===== src/rtl/sp_mul_share_arb_if.sv =====
// Requester and result handshake bundle for the shared 12x14 multiplier arbiter.
// The master side is the requester/consumer environment, the slave side is the arbiter.
interface sp_mul_share_arb_if #(
    parameter int NUM_REQ = 4,
    parameter int ID_W    = 2
);
    logic [NUM_REQ-1:0]    req_valid;
    logic [NUM_REQ-1:0]    req_ready;
    logic [12*NUM_REQ-1:0] req_a;
    logic [14*NUM_REQ-1:0] req_b;
    logic                  res_valid;
    logic                  res_ready;
    logic [25:0]           res_data;
    logic [ID_W-1:0]       res_id;
    logic                  busy;

    modport master (
        output req_valid, req_a, req_b, res_ready,
        input  req_ready, res_valid, res_data, res_id, busy
    );

    modport slave (
        input  req_valid, req_a, req_b, res_ready,
        output req_ready, res_valid, res_data, res_id, busy
    );
endinterface


===== src/rtl/sp_mul_share_arb.sv =====
// Round-robin arbiter time-sharing one unsigned 12x14 multiplier among NUM_REQ requesters,
// with a one-entry result register that passes through when the consumer drains it.
module sp_mul_share_arb #(
    parameter int NUM_REQ = 4,
    parameter int ID_W    = 2
) (
    input  logic             ap_clk,
    input  logic             ap_rst_n,
    sp_mul_share_arb_if.slave bus
);

    logic [ID_W-1:0]    rr_ptr;
    logic [ID_W-1:0]    rr_ptr_next;
    logic [ID_W-1:0]    win_idx;
    logic               found;
    logic               accept;
    logic               hs;
    logic [NUM_REQ-1:0] ready;
    logic [11:0]        a_sel;
    logic [13:0]        b_sel;
    logic [25:0]        product;
    logic               res_valid_q;
    logic [25:0]        res_data_q;
    logic [ID_W-1:0]    res_id_q;

    // Search starts at the pointer and wraps, so the first valid index after the last winner wins.
    always_comb begin
        found   = 1'b0;
        win_idx = '0;
        for (int k = 0; k < NUM_REQ; k++) begin
            if (!found && bus.req_valid[(int'(rr_ptr) + k) % NUM_REQ]) begin
                found   = 1'b1;
                win_idx = ID_W'((int'(rr_ptr) + k) % NUM_REQ);
            end
        end
    end

    assign accept = !res_valid_q || bus.res_ready;
    // Gating with reset keeps req_ready silent while the block is held in reset.
    assign hs     = found && accept && ap_rst_n;

    always_comb begin
        ready = '0;
        if (hs) begin
            ready[win_idx] = 1'b1;
        end
    end

    always_comb begin
        rr_ptr_next = win_idx + ID_W'(1);
        if (int'(win_idx) == NUM_REQ - 1) begin
            rr_ptr_next = '0;
        end
    end

    assign a_sel   = bus.req_a[int'(win_idx)*12 +: 12];
    assign b_sel   = bus.req_b[int'(win_idx)*14 +: 14];
    assign product = 26'(a_sel) * 26'(b_sel);

    // A new product overwrites the register even while draining, so back-to-back results have no bubble.
    always_ff @(posedge ap_clk or negedge ap_rst_n) begin
        if (!ap_rst_n) begin
            rr_ptr      <= '0;
            res_valid_q <= 1'b0;
            res_data_q  <= '0;
            res_id_q    <= '0;
        end else if (hs) begin
            rr_ptr      <= rr_ptr_next;
            res_valid_q <= 1'b1;
            res_data_q  <= product;
            res_id_q    <= win_idx;
        end else if (bus.res_ready) begin
            res_valid_q <= 1'b0;
        end
    end

    assign bus.req_ready = ready;
    assign bus.res_valid = res_valid_q;
    assign bus.res_data  = res_data_q;
    assign bus.res_id    = res_id_q;
    assign bus.busy      = res_valid_q || (|bus.req_valid);

endmodule


===== src/flat_wrapper.sv =====
// flat-port wrapper written by rule: the top's interface ports become plain ports
module sp_mul_share_arb_flat 
#(
    parameter int NUM_REQ = 4,
    parameter int ID_W    = 2
)
  (ap_clk, ap_rst_n, bus_req_valid, bus_req_a, bus_req_b, bus_res_ready, bus_req_ready, bus_res_valid, bus_res_data, bus_res_id, bus_busy);
  sp_mul_share_arb_if #(.NUM_REQ(NUM_REQ), .ID_W(ID_W)) bus_i ();
  input  logic ap_clk;
  input  logic ap_rst_n;
  input wire logic [$bits(bus_i.req_valid)-1:0] bus_req_valid;
  input wire logic [$bits(bus_i.req_a)-1:0] bus_req_a;
  input wire logic [$bits(bus_i.req_b)-1:0] bus_req_b;
  input wire logic [$bits(bus_i.res_ready)-1:0] bus_res_ready;
  output wire logic [$bits(bus_i.req_ready)-1:0] bus_req_ready;
  output wire logic [$bits(bus_i.res_valid)-1:0] bus_res_valid;
  output wire logic [$bits(bus_i.res_data)-1:0] bus_res_data;
  output wire logic [$bits(bus_i.res_id)-1:0] bus_res_id;
  output wire logic [$bits(bus_i.busy)-1:0] bus_busy;
  assign bus_i.req_valid = bus_req_valid;
  assign bus_i.req_a = bus_req_a;
  assign bus_i.req_b = bus_req_b;
  assign bus_i.res_ready = bus_res_ready;
  assign bus_req_ready = bus_i.req_ready;
  assign bus_res_valid = bus_i.res_valid;
  assign bus_res_data = bus_i.res_data;
  assign bus_res_id = bus_i.res_id;
  assign bus_busy = bus_i.busy;
  sp_mul_share_arb #(.NUM_REQ(NUM_REQ), .ID_W(ID_W)) u_core (.ap_clk(ap_clk), .ap_rst_n(ap_rst_n), .bus(bus_i));
endmodule

===== config.mk =====
export PLATFORM = sky130hd
export DESIGN_NAME = sp_mul_share_arb_flat
export DESIGN_NICKNAME = d
export VERILOG_FILES = /design/src/rtl/sp_mul_share_arb_if.sv /design/src/rtl/sp_mul_share_arb.sv /design/src/flat_wrapper.sv
export SDC_FILE = /design/constraint.sdc
export NUM_CORES = 1
export LEC_CHECK = 0
export CAP_MARGIN = 25
export CORE_UTILIZATION = 38
export CTS_BUF_LIST = sky130_fd_sc_hd__clkbuf_8
export CTS_CLUSTER_DIAMETER = 150
export DETAILED_ROUTE_END_ITERATION = 8
export GPL_TIMING_DRIVEN = 0
export PLACE_DENSITY = 0.64
export SETUP_SLACK_MARGIN = 0.05
export SYNTH_ARGS = -nofsm -noshare
export SYNTH_HDL_FRONTEND = slang
export SYNTH_SLANG_ARGS = --single-unit

===== constraint.sdc =====
create_clock -name ap_clk -period 18.5 [get_ports ap_clk]
set_input_delay 1.85 -clock ap_clk [delete_from_list [all_inputs] [get_ports ap_clk]]
set_output_delay 1.85 -clock ap_clk [all_outputs]
set_load 0.01 [all_outputs]

==> results.json <==
{
  "synth-seq-cells": 31,
  "min_period_over_period_pct": 49.0,
  "dpl.hpwl_um": 17000,
  "syn_area_per_cell_sq_um": 8.86,
  "numCtsBuffers": 5,
  "maxSlewHeadroom_pct": 34.2,
  "cts_buffer_depth": 2,
  "finalSetupTns_ns": 0,
  "coreArea_sq_um": 20200,
  "highest_layer": "met4",
  "r2r_slack_ns": 10.98,
  "synth_area_sq_um": 7840,
  "ys.flop_type": "dfrtp_1",
  "antenna_found_initial": 0,
  "synth_edf_count": 0,
  "finClkSkew_ns": 0.0145,
  "cts_tree": "built",
  "ant_nets": 0,
  "numClockSinks": 31,
  "report.final.hold_viol_count": 0,
  "port_buffers": 144,
  "cp_common_cell": "fa_1",
  "grt_pass1_wl_um": 32100,
  "synthCells": 885,
  "track_usage_pct": 19.0,
  "synth.most_common_cell": "inv_1",
  "nets": 1335,
  "grt_max_degree": 33,
  "drive_gt1_share_pct": 6.27,
  "synth_commonest_cells": "158 x inv_1, 147 x nand2_1, 120 x fa_1, 68 x ha_1, 68 x mux2i_1",
  "detail_route.first_pass.iterations": 4,
  "min_to": "u_core.bus.res_data[8]$_DFFE_PN0P_",
  "cp_slowest_cell": "mux2i_1",
  "drc": 0,
  "place_inst": 1299,
  "clkLatencyLatePin_ns": 0.30,
  "path_class": "primary input to register",
  "synth_seq_area_share_pct": 9.89,
  "holdPathStages": 2,
  "first_global_vias": 6605,
  "endpoint_kind": "register",
  "ctsRootBufferMaster": "clkbuf_8",
  "die-area_sq_um": 21200,
  "vias_per_cell": 4.93,
  "yosys_warnings": 0,
  "die_y_um": 146,
  "gp_congestion": 0.836,
  "via_count": 6443,
  "ctsResizeCount": 0,
  "grt-ovfl-total": 0,
  "r2r-end": "u_core.bus.res_data[22]$_DFFE_PN0P_",
  "wl_met1_um": 8020,
  "max_freq_ghz": 0.110,
  "route.met2.wl_um": 10300,
  "start_util_pct": 38.8,
  "wl_per_cell_um": 14.8,
  "rsz0062_at_grt": "false",
  "maxCapViolCount": 0,
  "rr_worst_depth": 22,
  "die_width_um": 146,
  "cp.arrival_ns": 9.26,
  "cts_setup_buffers": 0,
  "ys_types": 53,
  "synthTopCellsByArea": "fa_1 31%, ha_1 11%, dfrtp_1 9.9%",
  "route.met3.wl_um": 677,
  "fin_crit_ns": 9.07,
  "syn_to_final_growth_pct": 23.9,
  "status": "finished, final reports clean",
  "path_cells": "clkdlybuf4s50_1 -> mux2i_1 -> nor2_1 -> nor3_1 -> buf_4 -> buf_4 -> mux2i_1 -> nand2_1 -> fa_1 -> fa_1 -> inv_1 -> ha_1 -> fa_1 -> inv_1 -> fa_1 -> inv_1 -> ha_1 -> o211ai_1 -> a21oi_1 -> o211ai_1 -> a2111oi_0 -> or3_1 -> nand3_1",
  "hp-start": "u_core.bus.res_data[8]$_DFFE_PN0P_",
  "cp-start-kind": "primary input",
  "fill_cells": 1992,
  "h-tree-depth": 2,
  "worstMarginPinSlew_ns": 0.960,
  "synthArstFlopShare_pct": 100,
  "whs_ns": 0.478,
  "yosysTopAreaCell": "fa_1",
  "slew_violations": 0,
  "worstPathMaxFanout": 10,
  "io-pin-count": 145,
  "final_cell_count_no_fill": 1307,
  "setup_violations": 0,
  "ff_latch_area_sq_um": 776,
  "synth.top_cell.area_share_pct": 30.6,
  "wirelength_um": 19400,
  "cts-hold-fix-buffers": 0,
  "antennaDiodeCount": 0,
  "first_iter_violations": 309,
  "row_count": 52,
  "syn-num-nets": 1184,
  "max_stage_delay_ns": 0.83,
  "hold_class": "register to register",
  "crit_required_ns": 18.69,
  "regToRegStartpoint": "u_core.rr_ptr[1]$_DFFE_PN0P_",
  "multi_input_area_sq_um": 6190,
  "clkTransAtPathRegs_ns": 0.08
}
-- logic make-up (layout without fill, tap and decap cells) --
group                    count (synthesis)  in the layout  share of synthesized area [%]
multiplexers                            87             87                           11.9
AO/OA/AOI/OAI                           87             87                           7.85
XOR/XNOR                                 7              7                          0.782
flip-flops                              31             31                           9.89
buffers and inverters                  201            353                           11.2
adder cells (fa/ha/maj)                188            188                           41.5
AND/OR/NAND/NOR                        284            284                           16.9
-- cell type report --
| cell class | instances | share of cell area (%) |
|---|---|---|
| well taps | 270 | 3.48 |
| clock inverters | 1 | 0.0386 |
| flip-flops and latches | 31 | 7.98 |
| clock buffers | 7 | 0.992 |
| repair buffers | 144 | 14.8 |
| inverters | 158 | 6.10 |
| plain buffers | 43 | 2.95 |
| multi-input cells | 653 | 63.7 |
-- how the worst max path moves through the flow --
stage | slack, ns | endpoint | cells past startpoint | from
2_1_floorplan | 10.91 | u_core.bus.res_data[19]$_DFFE_PN0P_ | 24 | bus_req_valid[1]
3_3_place_gp | 9.25 | u_core.bus.res_data[19]$_DFFE_PN0P_ | 24 | bus_req_valid[2]
3_5_place_dp | 9.22 | u_core.bus.res_data[19]$_DFFE_PN0P_ | 24 | bus_req_valid[0]
4_1_cts | 9.49 | u_core.bus.res_data[22]$_DFFE_PN0P_ | 23 | bus_req_valid[0]
5_1_grt | 9.14 | u_core.bus.res_data[19]$_DFFE_PN0P_ | 24 | bus_req_valid[0]
6_report | 9.43 | u_core.bus.res_data[22]$_DFFE_PN0P_ | 23 | bus_req_valid[0]
-- routing by layer --
metal	track usage, %	vias to the layer above
met5	0	-
met4	4.53	0
met3	2.19	20
met2	35.0	116
met1	23.6	3201
li1	-	3106
-- stage by stage --
step / instance area [sq um] / utilization [%] / setup WS, ns
3_5_place_dp: 9620 / 47.5 / 9.22
3_3_place_gp: 9620 / 47.6 / 9.25
5_1_grt: 9720 / 48.0 / 9.14
6_report: 9720 / 48.0 / 9.43
2_1_floorplan: 7840 / - / 10.91
4_1_cts: 9720 / 48.0 / 9.49
-- worst max-delay path, delay by kind of cell --
| family | cells | cell delay [ns] |
|---|---|---|
| fa+ha+maj | 6 | 2.76 |
| compound gates | 4 | 1.43 |
| buf+inv | 6 | 1.20 |
| simple gates | 5 | 1.02 |
| mux | 2 | 0.99 |
-- layout by cell type, fill, tap and decap left out, types with 14 or more instances in the layout --
master / count
inv_1: 159
nand2_1: 147
clkdlybuf4s50_1: 143
fa_1: 120
mux2i_1: 68
ha_1: 68
and2_1: 41
dfrtp_1: 31
nor2_1: 29
a21oi_1: 18
buf_2: 18
nor2b_1: 14
-- state kept, by name (all words and copies together), names as in the netlist --
| name | flops |
|---|---|
| u_core.bus.res_data | 26 |
| u_core.bus.res_id | 2 |
| u_core.bus.res_valid | 1 |
| u_core.rr_ptr | 2 |
Power is left out: the tool's default activity adds up to more than one toggle a clock period on the data nets, which glitch-free logic cannot reach.
